File: src/rtl/lcd_result_writer_pkg.sv
// Shared types, HD44780 command bytes and message ROM for the LCD result writer.
package lcd_pkg;

    typedef enum logic [2:0] {
        ST_INIT,
        ST_IDLE,
        ST_LATCH,
        ST_CLEAR,
        ST_CONV_WAIT,
        ST_WRITE_CHARS
    } lcd_state_e;

    typedef enum logic [1:0] {
        PH_SETUP,
        PH_E,
        PH_HOLD,
        PH_WAIT
    } lcd_phase_e;

    typedef enum logic [1:0] {
        MSG_CHEAT,
        MSG_SLOW,
        MSG_WAIT,
        MSG_TIME
    } msg_sel_e;

    localparam logic [7:0] LCD_CMD_FUNCSET = 8'h38;
    localparam logic [7:0] LCD_CMD_DISPON  = 8'h0C;
    localparam logic [7:0] LCD_CMD_ENTRY   = 8'h06;
    localparam logic [7:0] LCD_CMD_CLEAR   = 8'h01;

    localparam logic [8*6-1:0]  MSG_CHEAT_STR = "CHEAT!";
    localparam logic [8*8-1:0]  MSG_SLOW_STR  = "TOO SLOW";
    localparam logic [8*7-1:0]  MSG_WAIT_STR  = "WAIT...";
    localparam logic [8*12-1:0] MSG_TIME_STR  = "TIME 0000 ms";

    function automatic logic [7:0] init_cmd(input logic [1:0] idx);
        case (idx)
            2'd0:    init_cmd = LCD_CMD_FUNCSET;
            2'd1:    init_cmd = LCD_CMD_DISPON;
            2'd2:    init_cmd = LCD_CMD_ENTRY;
            default: init_cmd = LCD_CMD_CLEAR;
        endcase
    endfunction

    function automatic logic [3:0] msg_len(input msg_sel_e sel);
        case (sel)
            MSG_CHEAT: msg_len = 4'd6;
            MSG_SLOW:  msg_len = 4'd8;
            MSG_WAIT:  msg_len = 4'd7;
            default:   msg_len = 4'd12;
        endcase
    endfunction

    // Byte idx of the fixed ROM text, counted from the leftmost character.
    function automatic logic [7:0] rom_char(input msg_sel_e sel, input logic [3:0] idx);
        logic [95:0] str_v;
        int          len_v;
        case (sel)
            MSG_CHEAT: begin str_v = {48'h0, MSG_CHEAT_STR}; len_v = 6;  end
            MSG_SLOW:  begin str_v = {32'h0, MSG_SLOW_STR};  len_v = 8;  end
            MSG_WAIT:  begin str_v = {40'h0, MSG_WAIT_STR};  len_v = 7;  end
            default:   begin str_v = MSG_TIME_STR;           len_v = 12; end
        endcase
        if (int'(idx) < len_v) begin
            str_v    = str_v >> (8 * (len_v - 1 - int'(idx)));
            rom_char = str_v[7:0];
        end else begin
            rom_char = 8'h20;
        end
    endfunction

endpackage

File: src/rtl/lcd_result_writer_if.sv
// Timer-side request/status signals and the HD44780 write bus of the result writer.
interface lcd_result_writer_if;
    logic       LCDUpdate;
    logic       Cheat;
    logic       Slow;
    logic       Wait;
    logic [9:0] ReactionTime;
    logic       LCDAck;
    logic       LCD_RS;
    logic       LCD_RW;
    logic       LCD_E;
    logic [7:0] LCD_DATA;

    modport master (
        input  LCDUpdate, Cheat, Slow, Wait, ReactionTime,
        output LCDAck, LCD_RS, LCD_RW, LCD_E, LCD_DATA
    );

    modport slave (
        output LCDUpdate, Cheat, Slow, Wait, ReactionTime,
        input  LCDAck, LCD_RS, LCD_RW, LCD_E, LCD_DATA
    );
endinterface

File: src/rtl/lcd_result_writer_bin2bcd10.sv
// Iterative 10-bit binary to 4-digit BCD (double dabble), one bit per clock.
module bin2bcd10 (
    input  logic        Clk,
    input  logic        Rst,
    input  logic        start,
    input  logic [9:0]  bin,
    output logic        done,
    output logic [15:0] bcd
);
    logic [9:0]  bin_r;
    logic [15:0] bcd_r;
    logic [3:0]  cnt_r;
    logic        done_r;
    logic [15:0] adj_s;

    // Add-3 correction of every BCD nibble that is 5 or more before the shift.
    always_comb begin
        adj_s = bcd_r;
        for (int i = 0; i < 4; i++) begin
            if (bcd_r[4*i +: 4] >= 4'd5) begin
                adj_s[4*i +: 4] = bcd_r[4*i +: 4] + 4'd3;
            end else begin
                adj_s[4*i +: 4] = bcd_r[4*i +: 4];
            end
        end
    end

    // Shift sequencer; the result stays put once cnt_r reaches zero.
    always_ff @(posedge Clk) begin
        if (Rst) begin
            bin_r  <= 10'd0;
            bcd_r  <= 16'd0;
            cnt_r  <= 4'd0;
            done_r <= 1'b0;
        end else if (start) begin
            bin_r  <= bin;
            bcd_r  <= 16'd0;
            cnt_r  <= 4'd10;
            done_r <= 1'b0;
        end else if (cnt_r != 4'd0) begin
            bcd_r  <= {adj_s[14:0], bin_r[9]};
            bin_r  <= {bin_r[8:0], 1'b0};
            cnt_r  <= cnt_r - 4'd1;
            done_r <= (cnt_r == 4'd1);
        end else begin
            done_r <= 1'b0;
        end
    end

    assign done = done_r;
    assign bcd  = bcd_r;
endmodule

File: src/rtl/lcd_result_writer.sv
// HD44780 8-bit write-only driver: power-on init, then one status message per LCDUpdate.
// Build option LCD_ZERO_BLANK_EN: leading zero digits of the reaction time shown as spaces.
module lcd_result_writer
    import lcd_pkg::*;
#(
    parameter int E_PULSE_CYCLES    = 12,
    parameter int CMD_WAIT_CYCLES   = 50,
    parameter int CLEAR_WAIT_CYCLES = 2000
) (
    input  logic                Clk,
    input  logic                Rst,
    lcd_result_writer_if.master bus
);
    localparam int MAX_A  = (E_PULSE_CYCLES > CMD_WAIT_CYCLES) ? E_PULSE_CYCLES : CMD_WAIT_CYCLES;
    localparam int MAX_C  = (MAX_A > CLEAR_WAIT_CYCLES) ? MAX_A : CLEAR_WAIT_CYCLES;
    localparam int CW     = $clog2(MAX_C + 1);

    lcd_state_e  state_r;
    lcd_phase_e  phase_r;
    msg_sel_e    msg_r;
    logic [CW-1:0] cnt_r;
    logic [3:0]  idx_r;
    logic        ack_r, rs_r, e_r, pending_r, bcd_ready_r;
    logic [7:0]  data_r;

    logic        bcd_done_s;
    logic [15:0] bcd_s;
    logic [31:0] dig_s;
    logic [3:0]  next_idx_s;
    logic [7:0]  next_byte_s, first_char_s;
    logic        last_byte_s, bcd_start_s;

    function automatic logic [7:0] msg_byte(input msg_sel_e sel, input logic [3:0] idx,
                                            input logic [31:0] dig);
        logic [31:0] d_v;
        if (sel == MSG_TIME && idx >= 4'd5 && idx <= 4'd8) begin
            d_v      = dig >> (8 * (8 - int'(idx)));
            msg_byte = d_v[7:0];
        end else begin
            msg_byte = rom_char(sel, idx);
        end
    endfunction

    assign bcd_start_s = (state_r == ST_LATCH);

    bin2bcd10 u_bcd (
        .Clk   (Clk),
        .Rst   (Rst),
        .start (bcd_start_s),
        .bin   (bus.ReactionTime),
        .done  (bcd_done_s),
        .bcd   (bcd_s)
    );

    // ASCII digits, thousands in the top byte.
    always_comb begin
        for (int i = 0; i < 4; i++) begin
            dig_s[8*i +: 8] = {4'h3, bcd_s[4*i +: 4]};
        end
`ifdef LCD_ZERO_BLANK_EN
        if (bcd_s[15:12] == 4'd0) begin
            dig_s[31:24] = 8'h20;
        end else begin
            dig_s[31:24] = {4'h3, bcd_s[15:12]};
        end
        if (bcd_s[15:8] == 8'd0) begin
            dig_s[23:16] = 8'h20;
        end else begin
            dig_s[23:16] = {4'h3, bcd_s[11:8]};
        end
        if (bcd_s[15:4] == 12'd0) begin
            dig_s[15:8] = 8'h20;
        end else begin
            dig_s[15:8] = {4'h3, bcd_s[7:4]};
        end
`else
        dig_s[31:8] = {4'h3, bcd_s[15:12], 4'h3, bcd_s[11:8], 4'h3, bcd_s[7:4]};
`endif
    end

    // Byte sequencing helpers for INIT and WRITE_CHARS.
    always_comb begin
        next_idx_s   = idx_r + 4'd1;
        first_char_s = msg_byte(msg_r, 4'd0, dig_s);
        if (state_r == ST_INIT) begin
            next_byte_s = init_cmd(next_idx_s[1:0]);
            last_byte_s = (idx_r == 4'd3);
        end else begin
            next_byte_s = msg_byte(msg_r, next_idx_s, dig_s);
            last_byte_s = (idx_r == msg_len(msg_r) - 4'd1);
        end
    end

    // Main FSM; the write engine (setup/E/hold/wait) runs inside INIT, CLEAR and WRITE_CHARS.
    always_ff @(posedge Clk) begin
        if (Rst) begin
            state_r     <= ST_INIT;
            phase_r     <= PH_WAIT;
            cnt_r       <= '0;
            idx_r       <= 4'hF;
            msg_r       <= MSG_TIME;
            ack_r       <= 1'b1;
            rs_r        <= 1'b0;
            e_r         <= 1'b0;
            data_r      <= 8'h00;
            pending_r   <= 1'b0;
            bcd_ready_r <= 1'b0;
        end else begin
            pending_r <= pending_r | (bus.LCDUpdate & (state_r != ST_IDLE));
            if (bcd_done_s) bcd_ready_r <= 1'b1;
            case (state_r)
                ST_IDLE: begin
                    if (bus.LCDUpdate) begin
                        state_r <= ST_LATCH;
                        ack_r   <= 1'b1;
                    end
                end
                ST_LATCH: begin
                    if (bus.Cheat)     msg_r <= MSG_CHEAT;
                    else if (bus.Slow) msg_r <= MSG_SLOW;
                    else if (bus.Wait) msg_r <= MSG_WAIT;
                    else               msg_r <= MSG_TIME;
                    state_r     <= ST_CLEAR;
                    rs_r        <= 1'b0;
                    data_r      <= LCD_CMD_CLEAR;
                    phase_r     <= PH_SETUP;
                    bcd_ready_r <= 1'b0;
                end
                ST_CONV_WAIT: begin
                    if (bcd_ready_r) begin
                        state_r <= ST_WRITE_CHARS;
                        idx_r   <= 4'd0;
                        rs_r    <= 1'b1;
                        data_r  <= first_char_s;
                        phase_r <= PH_SETUP;
                    end
                end
                ST_INIT, ST_CLEAR, ST_WRITE_CHARS: begin
                    case (phase_r)
                        PH_SETUP: begin
                            e_r     <= 1'b1;
                            cnt_r   <= CW'(E_PULSE_CYCLES - 1);
                            phase_r <= PH_E;
                        end
                        PH_E: begin
                            if (cnt_r == '0) begin
                                e_r     <= 1'b0;
                                phase_r <= PH_HOLD;
                            end else begin
                                cnt_r <= cnt_r - CW'(1);
                            end
                        end
                        PH_HOLD: begin
                            phase_r <= PH_WAIT;
                            if (!rs_r && data_r == LCD_CMD_CLEAR) cnt_r <= CW'(CLEAR_WAIT_CYCLES - 1);
                            else                                  cnt_r <= CW'(CMD_WAIT_CYCLES - 1);
                        end
                        default: begin
                            if (cnt_r != '0) begin
                                cnt_r <= cnt_r - CW'(1);
                            end else if (state_r == ST_CLEAR) begin
                                if (bcd_ready_r) begin
                                    state_r <= ST_WRITE_CHARS;
                                    idx_r   <= 4'd0;
                                    rs_r    <= 1'b1;
                                    data_r  <= first_char_s;
                                    phase_r <= PH_SETUP;
                                end else begin
                                    state_r <= ST_CONV_WAIT;
                                end
                            end else if (last_byte_s) begin
                                // A request arriving as busy ends is serviced straight away.
                                pending_r <= 1'b0;
                                if (pending_r || bus.LCDUpdate) begin
                                    state_r <= ST_LATCH;
                                end else begin
                                    state_r <= ST_IDLE;
                                    ack_r   <= 1'b0;
                                end
                            end else begin
                                idx_r   <= next_idx_s;
                                data_r  <= next_byte_s;
                                phase_r <= PH_SETUP;
                            end
                        end
                    endcase
                end
                default: state_r <= ST_INIT;
            endcase
        end
    end

    assign bus.LCDAck   = ack_r;
    assign bus.LCD_RS   = rs_r;
    assign bus.LCD_RW   = 1'b0;
    assign bus.LCD_E    = e_r;
    assign bus.LCD_DATA = data_r;
endmodule

File: src/flat_wrapper.sv
// flat-port wrapper written by rule: the top's interface ports become plain ports
module lcd_result_writer_flat import lcd_pkg::*;
#(
    parameter int E_PULSE_CYCLES    = 12,
    parameter int CMD_WAIT_CYCLES   = 50,
    parameter int CLEAR_WAIT_CYCLES = 2000
)
  (Clk, Rst, bus_LCDUpdate, bus_Cheat, bus_Slow, bus_Wait, bus_ReactionTime, bus_LCDAck, bus_LCD_RS, bus_LCD_RW, bus_LCD_E, bus_LCD_DATA);
  lcd_result_writer_if bus_i ();
  input  logic Clk;
  input  logic Rst;
  input wire logic [$bits(bus_i.LCDUpdate)-1:0] bus_LCDUpdate;
  input wire logic [$bits(bus_i.Cheat)-1:0] bus_Cheat;
  input wire logic [$bits(bus_i.Slow)-1:0] bus_Slow;
  input wire logic [$bits(bus_i.Wait)-1:0] bus_Wait;
  input wire logic [$bits(bus_i.ReactionTime)-1:0] bus_ReactionTime;
  output wire logic [$bits(bus_i.LCDAck)-1:0] bus_LCDAck;
  output wire logic [$bits(bus_i.LCD_RS)-1:0] bus_LCD_RS;
  output wire logic [$bits(bus_i.LCD_RW)-1:0] bus_LCD_RW;
  output wire logic [$bits(bus_i.LCD_E)-1:0] bus_LCD_E;
  output wire logic [$bits(bus_i.LCD_DATA)-1:0] bus_LCD_DATA;
  assign bus_i.LCDUpdate = bus_LCDUpdate;
  assign bus_i.Cheat = bus_Cheat;
  assign bus_i.Slow = bus_Slow;
  assign bus_i.Wait = bus_Wait;
  assign bus_i.ReactionTime = bus_ReactionTime;
  assign bus_LCDAck = bus_i.LCDAck;
  assign bus_LCD_RS = bus_i.LCD_RS;
  assign bus_LCD_RW = bus_i.LCD_RW;
  assign bus_LCD_E = bus_i.LCD_E;
  assign bus_LCD_DATA = bus_i.LCD_DATA;
  lcd_result_writer #(.E_PULSE_CYCLES(E_PULSE_CYCLES), .CMD_WAIT_CYCLES(CMD_WAIT_CYCLES), .CLEAR_WAIT_CYCLES(CLEAR_WAIT_CYCLES)) u_core (.Clk(Clk), .Rst(Rst), .bus(bus_i));
endmodule
File: config.mk
export PLATFORM = sky130hd
export DESIGN_NAME = lcd_result_writer_flat
export DESIGN_NICKNAME = d
export VERILOG_FILES = /design/src/rtl/lcd_result_writer_pkg.sv /design/src/rtl/lcd_result_writer_if.sv /design/src/rtl/lcd_result_writer_bin2bcd10.sv /design/src/rtl/lcd_result_writer.sv /design/src/flat_wrapper.sv
export SDC_FILE = /design/constraint.sdc
export NUM_CORES = 1
export LEC_CHECK = 0
export ABC_CLOCK_PERIOD_IN_PS = 4800
export BUFFER_PORTS_ARGS = -buffer_cell sky130_fd_sc_hd__buf_2
export CORE_ASPECT_RATIO = 1.1
export CORE_MARGIN = 2
export CORE_UTILIZATION = 45
export DETAILED_ROUTE_END_ITERATION = 7
export PLACE_DENSITY_LB_ADDON = 0.1
export RECOVER_POWER = 50
export REMOVE_ABC_BUFFERS = 1
export SLEW_MARGIN = 15
export SYNTH_ARGS = -nofsm -noshare
export SYNTH_HDL_FRONTEND = slang
export SYNTH_SLANG_ARGS = --single-unit
File: constraint.sdc
create_clock -name Clk -period 4.8 [get_ports Clk]
set_input_delay 0.96 -clock Clk [delete_from_list [all_inputs] [get_ports Clk]]
set_output_delay 0.96 -clock Clk [all_outputs]
set_load 0.01 [all_outputs]
After elaboration in Yosys (flattened, before gate mapping)

Index checks and enable logic that the tools add are counted.

Bitwise logic cells: 3
Shift operators: 3
Equality and inequality tests: 32
Magnitude comparators: 8
Muxes and demuxes: 76
Add/sub/neg operators: 12
Reductions and logical operators: 30

Operators with widths:

| cell                                                 | count |
|---|---|
| case mux 95 bit (3 select lines)                     | 1 |
| two-way mux 96 bit                                   | 2 |
| >> shifter 96 x 32 -> 8 bit                          | 1 |
| >> shifter 95 x 32 -> 8 bit                          | 1 |
| two-way mux 8 bit                                    | 9 |
| two-way mux 32 bit                                   | 2 |
| two-way mux 4 bit                                    | 11 |
| two-way mux 11 bit                                   | 3 |
| case mux 11 bit (3 select lines)                     | 1 |
| < comparator 5 x 32 -> 1 bit                         | 1 |
| >> shifter 30 x 32 -> 8 bit                          | 1 |
| subtractor 29 x 2 -> 29 bit (second input constant)  | 1 |
| subtractor 29 x 5 -> 29 bit                          | 1 |
| case mux 4 bit (3 select lines)                      | 2 |
| case mux 8 bit (3 select lines)                      | 1 |
| two-way mux 3 bit                                    | 7 |
| >= comparator 4 x 3 -> 1 bit (second input constant) | 5 |
| two-way mux 10 bit                                   | 2 |
| two-way mux 1 bit                                    | 19 |
| case mux 6 bit (3 select lines)                      | 1 |
| two-way mux 2 bit                                    | 8 |
| AND reduction 4 bit                                  | 4 |
| adder 4 x 2 -> 4 bit (second input constant)         | 3 |
| inequality test 2 bit (second input constant)        | 6 |
| 46 further kinds                                     | 71 |

Flip-flop bits (word level): 66
Logic and storage cells: 180
Output and inout bits: 12
Bits of input ports: 16

Depth between registers and ports, before layout

Gate-level depths: netlist (run 1).

Depth after elaboration: 17
Mapped depth: 16
Mapped depth without buffers: 15

By module

Synthesis (run 1) repeated with hierarchy kept, for this count alone.

Cell total of the unflattened synthesis: 684
Area total of the unflattened synthesis: 5226.3 sq um

By module, submodules not included:

| module            | area each (sq um) | times used | sequential area each (sq um) | cells each |
|---|---|---|---|---|
| lcd_result_writer | 3639.7            | 1          | 700.7                        | 500 |
| bin2bcd10         | 1586.5            | 1          | 620.6                        | 184 |

Worst setup path before layout (run 1)

OpenSTA, ideal clock, no wires.

Path type: reg2reg
Start: register u_core.idx_r[0]
End: register u_core.data_r[0] (netlist: u_core.bus.LCD_DATA[0])
Data arrival time: 3.647 ns
Cell stages (with the launch flop): 17
Buffers on the path: 2
Period minus slack after synthesis: 3.778 ns
Data required time: 4.669 ns
Setup time: 0.131 ns
Path slack: 1.022 ns
Path through: dfxtp_1 -> buf_2 -> inv_1 -> ha_1 -> buf_2 -> inv_1 -> ha_1 -> a21o_1 -> a21o_1 -> fa_1 -> and3_1 -> a221oi_1 -> or2_1 -> nor2_1 -> a32o_1 -> a221oi_1 -> o22ai_1

Longest elaborated chain between the ends: 11
Elaborated cells between the ends (all ways): 27
Those cells by class: add/sub: 3; order compare: 3; eq/ne: 5; shift: 2; mux: 10; reduce/logical: 4

Ends and longest elaborated chain:

| what                                                                        | RTL line                                             | RTL |
|---|---|---|
| from (decl)                                                                 | lcd_result_writer.sv:22                              | `logic [3:0] idx_r;` |
| from (signal assigned)                                                      | lcd_result_writer.sv:181                             | `idx_r <= next_idx_s;` |
| adder 4 x 1 -> 4 bit                                                        | lcd_result_writer.sv:83                              | `next_idx_s = idx_r + 4'd1;` |
| subtractor 29 x 5 -> 29 bit or >= comparator 4 x 3 -> 1 bit (tied branches) | lcd_result_writer_pkg.sv:66, lcd_result_writer.sv:36 |  |
| >> shifter 96 x 32 -> 8 bit or logical AND 1 bit (tied branches)            | lcd_result_writer_pkg.sv:66, lcd_result_writer.sv:36 |  |
| two-way mux 8 bit or logical AND 1 bit (tied branches)                      | lcd_result_writer_pkg.sv:65, lcd_result_writer.sv:36 |  |
| two-way mux 8 bit                                                           | lcd_result_writer.sv:36                              | `if (sel == MSG_TIME && idx >= 4'd5 && idx <= 4'd8) begin` |
| two-way mux 8 bit                                                           | lcd_result_writer.sv:85                              | `if (state_r == ST_INIT) begin` |
| two-way mux 8 bit                                                           | lcd_result_writer.sv:171                             | `end else if (last_byte_s) begin` |
| two-way mux 8 bit                                                           | lcd_result_writer.sv:161                             | `end else if (state_r == ST_CLEAR) begin` |
| two-way mux 8 bit                                                           | lcd_result_writer.sv:159                             | `if (cnt_r != '0) begin` |
| two-way mux 8 bit                                                           | lcd_result_writer.sv:139                             | `case (phase_r)` |
| case mux 8 bit (3 select lines)                                             | lcd_result_writer.sv:111                             | `case (state_r)` |
| to (signal assigned)                                                        | lcd_result_writer.sv:134                             | `data_r <= first_char_s;` |
| to (signal assigned)                                                        | lcd_result_writer.sv:166                             | `data_r <= first_char_s;` |
| to (signal assigned)                                                        | lcd_result_writer.sv:182                             | `data_r <= next_byte_s;` |
| to (decl)                                                                   | lcd_result_writer.sv:24                              | `logic [7:0] data_r;` |

Parallel ways exist; a longest one is shown, timed or not. The select of a mux whose other input is x is not followed.
A chain may end at the register's enable or synchronous reset.

Worst setup path after layout (run 1)

Ends and elaborated chain as after synthesis.

==> results of run 1 <==
## final timing paths
| check | slack, ps | end | from | cells past startpoint |
|---|---|---|---|---|
| worst max-delay path | 650 | u_core.bus.LCD_DATA[0] | u_core.idx_r[0] | 15 |
| worst min-delay path | 430 | u_core.bcd_ready_r | u_core.u_bcd.done | 2 |
| worst max register to register | 650 | u_core.bus.LCD_DATA[0] | u_core.idx_r[0] | 15 |
| worst min register to register | 430 | u_core.bcd_ready_r | u_core.u_bcd.done | 2 |
## area by class of cell
| type | count | area [µm²] | area share, % |
|---|---|---|---|
| clock inverter | 6 | 68.82 | 1.246 |
| sequential | 66 | 1321 | 23.92 |
| inverter | 34 | 127.6 | 2.310 |
| multi-input combinational | 524 | 3447 | 62.40 |
| timing repair buffer | 31 | 150.1 | 2.718 |
| tap | 147 | 183.9 | 3.330 |
| clock buffer | 9 | 225.2 | 4.077 |
## state kept, by name, summed over array words and instances (netlist names)
signal               count
u_core.bcd_ready_r       1
u_core.bus.LCDAck        1
u_core.bus.LCD_DATA      8
u_core.bus.LCD_E         1
u_core.bus.LCD_RS        1
u_core.cnt_r            11
u_core.idx_r             4
u_core.msg_r             2
u_core.pending_r         1
u_core.phase_r           2
u_core.state_r           3
u_core.u_bcd.bcd        16
u_core.u_bcd.bin_r      10
u_core.u_bcd.cnt_r       4
u_core.u_bcd.done        1
## layer usage
| metal | wire length [µm] | share of wire (%) |
|---|---|---|
| met1 | 6298 | 47 |
| met2 | 6253 | 47 |
| met3 | 548 | 4.1 |
| met4 | 300 | 2.2 |
| met5 | 0 | 0 |
## power by group through the flow
stage / logic, W / clock network [W] / registers, W
after floorplan: 0.00183 / 0 / 0.000803
after global placement: 0.00238 / 0 / 0.000812
after detailed placement: 0.00238 / 0 / 0.000819
after CTS: 0.00240 / 0.000670 / 0.000807
after global routing: 0.00267 / 0.000696 / 0.000829
final: 0.00241 / 0.000654 / 0.000810
## logic make-up after synthesis
| family | Yosys count |
|---|---|
| DFF | 66 |
| AOI/OAI and AO/OA | 217 |
| adders and majority gates | 35 |
| and+or+nand+nor | 243 |
| other | 1 |
| buffers and inverters | 74 |
| muxes | 10 |
| xor gates and xnor gates | 18 |
## critical path, stage by stage, from the launching register on
cell      delay [ps]
dfxtp_1          310
buf_4            240
inv_1            110
ha_1             550
inv_1            140
ha_1             300
a21o_1           190
a21o_1           190
fa_1             400
and3_1           170
a221oi_1         420
or2_1            210
nor2_1           100
a32o_1           250
a221oi_1         290
o22ai_1          130
## layout by cell type, fill, tap and decap left out, types with 8 or more instances in the layout
cell type	synthesis	final
nand2_1	76	77
buf_2	9	15
ha_1	32	32
dfxtp_1	66	66
nor3_1	16	16
nand2b_1	12	12
nor2_1	64	65
o21ai_0	51	52
a311oi_1	9	9
inv_1	32	32
a21oi_1	62	62
o211ai_1	8	8
a211oi_1	10	10
xnor2_1	11	11
nand3_1	15	15
clkbuf_1	23	12
o21ai_1	9	9
clkbuf_16	0	9
## through the flow
stage               setup WS, ps  instances  power (W)  area, µm²
finish                     649.7        817   0.003869       5524
global route               261.1        817   0.004196       5524
CTS                        635.3        817   0.003876       5564
detailed placement         657.2        802   0.003203       5270
global placement           831.1        802   0.003188       5270
floorplan                  945.1        624   0.002634       4910
==> impl_metrics.toml, run 1 <==
[sta]
slew_headroom_pct = 22.23
whs_ps = 432.7
rsz0062_at_grt = "no"
hold_viol = 0
fin_worst_skew_ps = 5.785
fin_crit_sh_pct = 86.47
max_freq_ghz = 0.2409
worst_slew_pin_slew_ps = 1166
tns_ps = 0
slew_viol_final = 0
fin_crit_ps = 4150
setup_viol = 0

[clock_tree]
cts_max_path_buffers = 2
h-tree-depth = 3
clock-root-buffer = "clkbuf_16"
tritoncts = "yes"
cts_sinks = 66
clk_pin_slew_worst_paths_ps = 60
cts_buffers = 9
worstSkewPairLatency_ps = 330
post_cts_buffers = 0
hold_buffers = 0
cts_resized = 0

[logic_synthesis]
synth_edf_count = 0
synth.avg_cell_area_um2 = 7.684
synth_fa_ha_area_share_pct = 8.828
synth_seq_cells = 66
synth_compound_area_share_pct = 27.98
yosysMostFrequentCell = "nand2_1"
yosys_most_used_dff = "dfxtp_1"
netlist_area_mm2 = 0.005102
ys_warn_count = 0
ys_types = 89
synth_area_leaders = "dfxtp_1, ha_1, a21oi_1"
yosys.area.top_type = "dfxtp_1"
yosys-top-cells-count = "nand2_1, dfxtp_1, nor2_1, a21oi_1, o21ai_0"
ys_seq_area_share_pct = 25.90
async_flop_share_pct = 0
synth_top_area_share_pct = 25.90
yosys.area_share.simple_pct = 24.60
muxShareOfSynthArea_pct = 2.967
synth_top_family_by_area = "compound AO/OA/AOI/OAI gates"
synthCells = 664
synth_xor_area_share_pct = 3.384

[global_routing]
busiest_layer = "met2"
overflow = 0
antenna_found_initial = 0
grt_max_degree = 28
use_met1_pct = 29.51
grt_pass1_wl_mm = 22.07
grt_use_total_pct = 22.50
grt_use_met2_pct = 37.72
grt_pass1_vias = 4408
gr-usage-met3_pct = 3.937

[routing]
drtIter0Drc = 218
wl_per_cell_um = 16.40
wirelength_mm = 13.40
first_pass_iters = 4
vias = 4805
routed_via_density = 5.881
ant_nets = 0
drc = 0

[placed_design]
gp_congestion = 0.9317
io_buffers = 26
hpwl_mm = 9.801

[floorplanning]
dieArea_mm2 = 0.01221
die_w_um = 105.5
start_util_pct = 46.34
core_mm2 = 0.01101
io_pins = 28
rows = 40
die_y_um = 115.7

[pwr]
p_clk_share_pct = 16.9
p_leak_nw = 2.123
power_switching_share_pct = 48.22
p_int_w = 0.002003
irDropWorstVdd_uv = 426.4
p_comb_share_pct = 62.2
p_seq_share_pct = 20.9
power.density_mw_per_mm2 = 700.4
netSwitchingPower_w = 0.001865

[layout]
final_nets = 716
n_antenna_cell = 0
syn_to_final_growth_pct = 8.264
fillers = 1119
post-route-util_pct = 50.17
drive_above_1_share_pct = 9.851

[setup_path]
worstSetupStartpointType = "register"
path_class = "register to register"
cp_data_required_time_ps = 5000
cp.arrival_ps = 4350
end_kind = "register"
path_max_fanout = 16

[min_path]
holdCritPathClass = "register to register"

[run]
maxCapViolCount = 0

[status]
status = "complete, no violations"
Power figures use the tool's default switching activity.
==> inputs of run 2 (changes only) <==
ABC_CLOCK_PERIOD_IN_PS = 3600   (was 4800)
CORE_UTILIZATION = 40   (was 45)
clock period = 3.6 ns   (was 4.8 ns; I/O delays follow)
==> impl_metrics.toml, run 2 (same netlist as run 1, synthesis figures left out) <==
[pwr]
power_switching_share_pct = 46.19
p_leak_nw = 2.255
p_int_w = 0.003061
p_seq_share_pct = 18.7
p_clk_share_pct = 18.4
power.density_mw_per_mm2 = 983.7
irDropWorstVdd_uv = 561.0
netSwitchingPower_w = 0.002628
total_power_w = 0.005689
p_comb_share_pct = 62.9

[sta]
fin_worst_skew_ps = 8.054
worst_slew_pin_slew_ps = 1128
max_freq_ghz = 0.2954
setup_viol = 0
slew_viol_final = 0
hold_viol = 0
fin_crit_sh_pct = 94.02
fin_crit_ps = 3385
slew_headroom_pct = 24.77

[floorplanning]
die_w_um = 111.7
die_y_um = 122.5
dieArea_mm2 = 0.01368
core_mm2 = 0.01254
start_util_pct = 40.70
io_pins = 28
rows = 43

[min_path]
min_path_cells = 2
holdCritPathClass = "register to register"
whs_endpoint = "u_core.bcd_ready_r"
hold_path.startpoint = "u_core.u_bcd.done"

[setup_path]
reg2reg_slack_ps = 220
path_class = "register to register"
path_max_fanout = 5
cp.arrival_ps = 3600
r2r_start = "u_core.msg_r[0]"
r2r_cells = 15
worstSetupStartpointType = "register"
regToRegEndpoint = "u_core.bus.LCD_DATA[0]"
cp_data_required_time_ps = 3810
end_kind = "register"

[global_routing]
grt_use_total_pct = 21.28
antenna_found_initial = 0
grt_pass1_vias = 4578
grt_pass1_wl_mm = 23.49
overflow = 0
grt_max_degree = 30

[run]
maxCapViolCount = 0

[clock_tree]
cts_sinks = 66
clock-root-buffer = "clkbuf_16"
cts_max_path_buffers = 2
cts_buffers = 9
hold_buffers = 0
tritoncts = "yes"
h-tree-depth = 3
clk_pin_slew_worst_paths_ps = 60
worstSkewPairLatency_ps = 350

[routing]
ant_nets = 0
routed_via_density = 5.870
first_pass_iters = 5
drtIter0Drc = 293
wl_per_cell_um = 16.77
vias = 4995
drc = 0
wirelength_mm = 14.27

[layout]
syn_to_final_growth_pct = 13.34
n_antenna_cell = 0
stdcell_area_mm2 = 0.005783
final_cell_mix = "nand2_1, dfxtp_1, nor2_1, a21oi_1, o21ai_0"
largest_reg_flops = 16
final_nets = 739
final_common_cell = "nand2_1"
drive_above_1_share_pct = 13.83

[placed_design]
gp_congestion = 0.8777
hpwl_mm = 10.45
io_buffers = 26
placed_area_mm2 = 0.005455

[status]
status = "complete, no violations"
==> run 2: cell types whose count changed in the layout (fill, tap and decap cells not counted), sizes merged <==
cell    before  now
bufinv       1    3
buf         19   41
clkinv       4    1
clkbuf      21   22
inv         34   36
==> run 2: layout make-up <==
| cell class | instances | area (µm²) |
|---|---|---|
| clock buffer | 9 | 225.2 |
| clock inverter | 7 | 123.9 |
| fill | 1278 | 6753 |
| inverter | 34 | 127.6 |
| multi-input combinational | 524 | 3468 |
| sequential | 66 | 1323 |
| tap | 157 | 196.4 |
| timing repair buffer | 54 | 319.1 |
==> run 2: per-layer routing <==
layer / track usage, % / vias up / wire [µm]
met1: 28.25 / 2383 / 6620
met4: 7.253 / 0 / 312
li1: - / 2456 / -
met3: 5.037 / 22 / 692
met2: 34.13 / 134 / 6645
met5: 0 / - / 0
==> run 2: critical path: stages (launching register included) <==
cell and delay, ps:
dfxtp_1 320, inv_1 90, ha_1 230, o21ai_2 130, inv_1 90, ha_1 300, a21o_1 210, a21o_1 200
fa_2 360, and3_1 170, a221oi_2 270, or2_1 160, nor2_1 80, a32o_1 230, a221oi_1 290, o22ai_1 120
==> run 2: worst max path at each step <==
stage	start	end	slack (ps)
after global routing	u_core.msg_r[0]	u_core.bus.LCD_DATA[0]	-10
final	u_core.msg_r[0]	u_core.bus.LCD_DATA[0]	220
after floorplan	u_core.idx_r[0]	u_core.bus.LCD_DATA[0]	-250
after CTS	u_core.msg_r[1]	u_core.bus.LCD_DATA[4]	60
after detailed placement	u_core.msg_r[1]	u_core.bus.LCD_DATA[0]	2
after global placement	u_core.msg_r[1]	u_core.bus.LCD_DATA[0]	40
==> run 2: what timing repair did <==
item / 4_1_cts / 5_1_grt
setup endpoints to repair: 2 / 6
gates resized for setup: 1 / 5
pin swaps: 0 / 1
buffers inserted: 0 / 0
==> run 2: stage by stage <==
stage | TNS [ps] | util (%) | worst slack [ps] | hold WS, ps | cells
2_1_floorplan | -689.8 | - | -254.9 | 411.4 | 624
3_3_place_gp | 0 | 43.52 | 40.55 | 417.2 | 835
3_5_place_dp | 0 | 43.52 | 2.129 | 425.5 | 835
4_1_cts | 0 | 46.30 | 64.26 | 440.9 | 851
5_1_grt | -14.11 | 46.13 | -14.11 | 492.5 | 851
6_report | 0 | 46.13 | 215.2 | 433.4 | 851
==> run 2: power by group through the flow <==
stage / Sequential (W) / Combinational [W] / Clock, W
2_1_floorplan: 0.00107 / 0.00244 / 0
3_3_place_gp: 0.00107 / 0.00349 / 0
3_5_place_dp: 0.00108 / 0.00349 / 0
4_1_cts: 0.00106 / 0.00350 / 0.00107
5_1_grt: 0.00109 / 0.00394 / 0.00111
6_report: 0.00106 / 0.00358 / 0.00105
==> inputs of run 3 (changes only) <==
ABC_AREA = 1   (was default)
BUFFER_PORTS_ARGS = -buffer_cell sky130_fd_sc_hd__buf_4   (was -buffer_cell sky130_fd_sc_hd__buf_2)
==> impl_metrics.toml, run 3 <==
[layout]
final_cell_mix = "nand2_1, inv_1, nor2_1, dfxtp_1, o21ai_0"
drive_above_1_share_pct = 10.33
final_common_cell = "nand2_1"
n_antenna_cell = 0
syn_to_final_growth_pct = 12.38
stdcell_area_mm2 = 0.005567
fillers = 1313
post-route-util_pct = 46.06
final_nets = 839
largest_reg_flops = 16

[logic_synthesis]
async_flop_share_pct = 0
ys_seq_area_share_pct = 26.67
synth.avg_cell_area_um2 = 6.552
synth_xor_area_share_pct = 2.627
synth_edf_count = 0
ys_warn_count = 0
yosys-top-cells-count = "nand2_1, inv_1, nor2_1, dfxtp_1, o21ai_0"
yosys.area_share.simple_pct = 30.18
synth_top_family_by_area = "simple AND/OR/NAND/NOR gates"
ys_types = 51
synthCells = 756
muxShareOfSynthArea_pct = 0
yosys.area.top_type = "dfxtp_1"
synth_area_leaders = "dfxtp_1, nand2_1, ha_1"
synth_top_area_share_pct = 26.67
yosys_most_used_dff = "dfxtp_1"
synth_fa_ha_area_share_pct = 8.891
netlist_area_mm2 = 0.004954
synth_seq_cells = 66
synth_compound_area_share_pct = 20.56
yosysMostFrequentCell = "nand2_1"

[setup_path]
cp_data_required_time_ps = 3790
cp.arrival_ps = 3510
path_cells = "inv_1, nor3_1, inv_2, nand2_4, nor2_2, inv_2, nand2_1, nand2_1, inv_2, nor2_2, a221oi_1"
slowest_delay_ps = 900
worstSetupStartpointType = "register"
end_kind = "register"
r2r_cells = 11
r2r_start = "u_core.state_r[0]"
crit_top_cell = "inv_2"
cp_slowest_cell = "nor3_1"
path_class = "register to register"
reg2reg_slack_ps = 280
regToRegEndpoint = "u_core.cnt_r[7]"
path_max_fanout = 11

[floorplanning]
io_pins = 28
core_mm2 = 0.01209
dieArea_mm2 = 0.01329
die_w_um = 110.1
start_util_pct = 40.98
die_y_um = 120.7
rows = 42

[clock_tree]
tritoncts = "yes"
cts_buffers = 9
worstSkewPairLatency_ps = 330
clk_pin_slew_worst_paths_ps = 60
cts_max_path_buffers = 2
cts_sinks = 66
h-tree-depth = 3
post_cts_buffers = 0
clock-root-buffer = "clkbuf_16"

[sta]
fin_ws_ps = 278.1
hold_viol = 0
setup_viol = 0
fin_worst_skew_ps = 10.73
slew_headroom_pct = 23.32
tns_ps = 0
fin_crit_sh_pct = 92.28
rsz0062_at_grt = "no"
worst_slew_pin_slew_ps = 1141
slew_viol_final = 0
max_freq_ghz = 0.3010
fin_crit_ps = 3322

[global_routing]
grt_pass1_vias = 4761
overflow = 0
grt_use_total_pct = 21.63
grt_max_degree = 28
grt_pass1_wl_mm = 22.67
antenna_found_initial = 0

[min_path]
min_path_cells = 2
whs_endpoint = "u_core.u_bcd.bin_r[0]"
hold_path.startpoint = "u_core.u_bcd.bin_r[0]"
holdCritPathClass = "register to register"

[pwr]
p_leak_nw = 2.551
power_switching_share_pct = 51.28
netSwitchingPower_w = 0.002598
p_comb_share_pct = 63.6
p_clk_share_pct = 17.2
p_seq_share_pct = 19.2
irDropWorstVdd_uv = 446.0
p_int_w = 0.002468
power.density_mw_per_mm2 = 910.2

[placed_design]
place_ws_ps = 156.2
placed_area_mm2 = 0.005358
io_buffers = 26
hpwl_mm = 10.56
gp_congestion = 0.9685

[routing]
ant_nets = 0
drc = 0
vias = 4953
first_pass_iters = 5
wl_per_cell_um = 14.46
wirelength_mm = 13.70
drtIter0Drc = 244
routed_via_density = 5.225

[status]
status = "complete, no violations"

[run]
maxCapViolCount = 0
run 3: changes by cell type after synthesis, sizes merged, moves of 8 or more:
cell    before  now
xnor2       11    1
nand3       17   43
nor3b        8    0
nand2       78  190
clkbuf      24   10
nand2b      12    0
a31oi        3   21
a21oi       62   46
inv         34  113
nor2        68   80
a211oi      10    1
nor3        19   10
a311oi       9    1
run 3: cell type report:
class / count / area, µm² / area share [%]
Tap cell: 154 / 192.7 / 3.461
Timing Repair Buffer: 42 / 266.5 / 4.788
Clock buffer: 11 / 232.7 / 4.181
Inverter: 117 / 441.7 / 7.934
Multi-Input combinational cell: 553 / 3055 / 54.89
Clock inverter: 5 / 55.05 / 0.9890
Sequential cell: 66 / 1323 / 23.76
run 3: power groups by stage:
stage          clock network, W  logic [W]  registers (W)
2_1_floorplan                 0    0.00237       0.000980
3_3_place_gp                  0    0.00323       0.000983
3_5_place_dp                  0    0.00322       0.000988
4_1_cts                0.000887    0.00324       0.000974
5_1_grt                0.000916    0.00367       0.000992
6_report               0.000871    0.00322       0.000974
run 3: what timing repair did:
action | CTS | global route
resized for setup | 0 | 4
hold buffers | 0 | 0
setup endpoints to repair | 0 | 7
endpoints found under the hold margin | 0 | 0
run 3: critical path, delay by kind of cell, from the launching register on:
family	cells	cell delay (ps)
buffers and inverters	4	720
AO/OA/AOI/OAI	1	120
AND/OR/NAND/NOR	6	1960
flip-flops	1	360
run 3: worst max path at each step:
stage	startpoint	to	cells past startpoint
3_5_place_dp	u_core.idx_r[0]	u_core.bus.LCD_DATA[5]	26
5_1_grt	u_core.idx_r[0]	u_core.bus.LCD_DATA[3]	26
2_1_floorplan	u_core.idx_r[0]	u_core.bus.LCD_DATA[5]	25
3_3_place_gp	u_core.idx_r[0]	u_core.bus.LCD_DATA[5]	26
6_report	u_core.state_r[0]	u_core.cnt_r[7]	11
4_1_cts	u_core.idx_r[0]	u_core.bus.LCD_DATA[5]	26
run 3: layer usage:
metal  wire length, µm  global-route usage [%]  vias up
met5                 0                       0        -
met4               299                   7.031        0
met3               433                   2.911       23
met2              6690                   37.38       87
met1              6280                   27.45     2275
li1                  -                       -     2568
run 3: kinds of logic (layout without fill, tap and decap cells):
logic type	Yosys count	after routing
adders and majority gates	34	34
AOI/OAI and AO/OA	167	167
buffers and inverters	137	175
xor gates and xnor gates	14	14
DFF	66	66
other	1	1
and+or+nand+nor	337	337
run 3: per-stage QoR:
stage	power (W)	cells	hold WS [ps]
CTS	0.005101	948	461.5
detailed placement	0.004211	932	452.6
global route	0.005581	948	487.6
global placement	0.004215	932	438.2
finish	0.005067	948	458.8
floorplan	0.003349	736	425.4
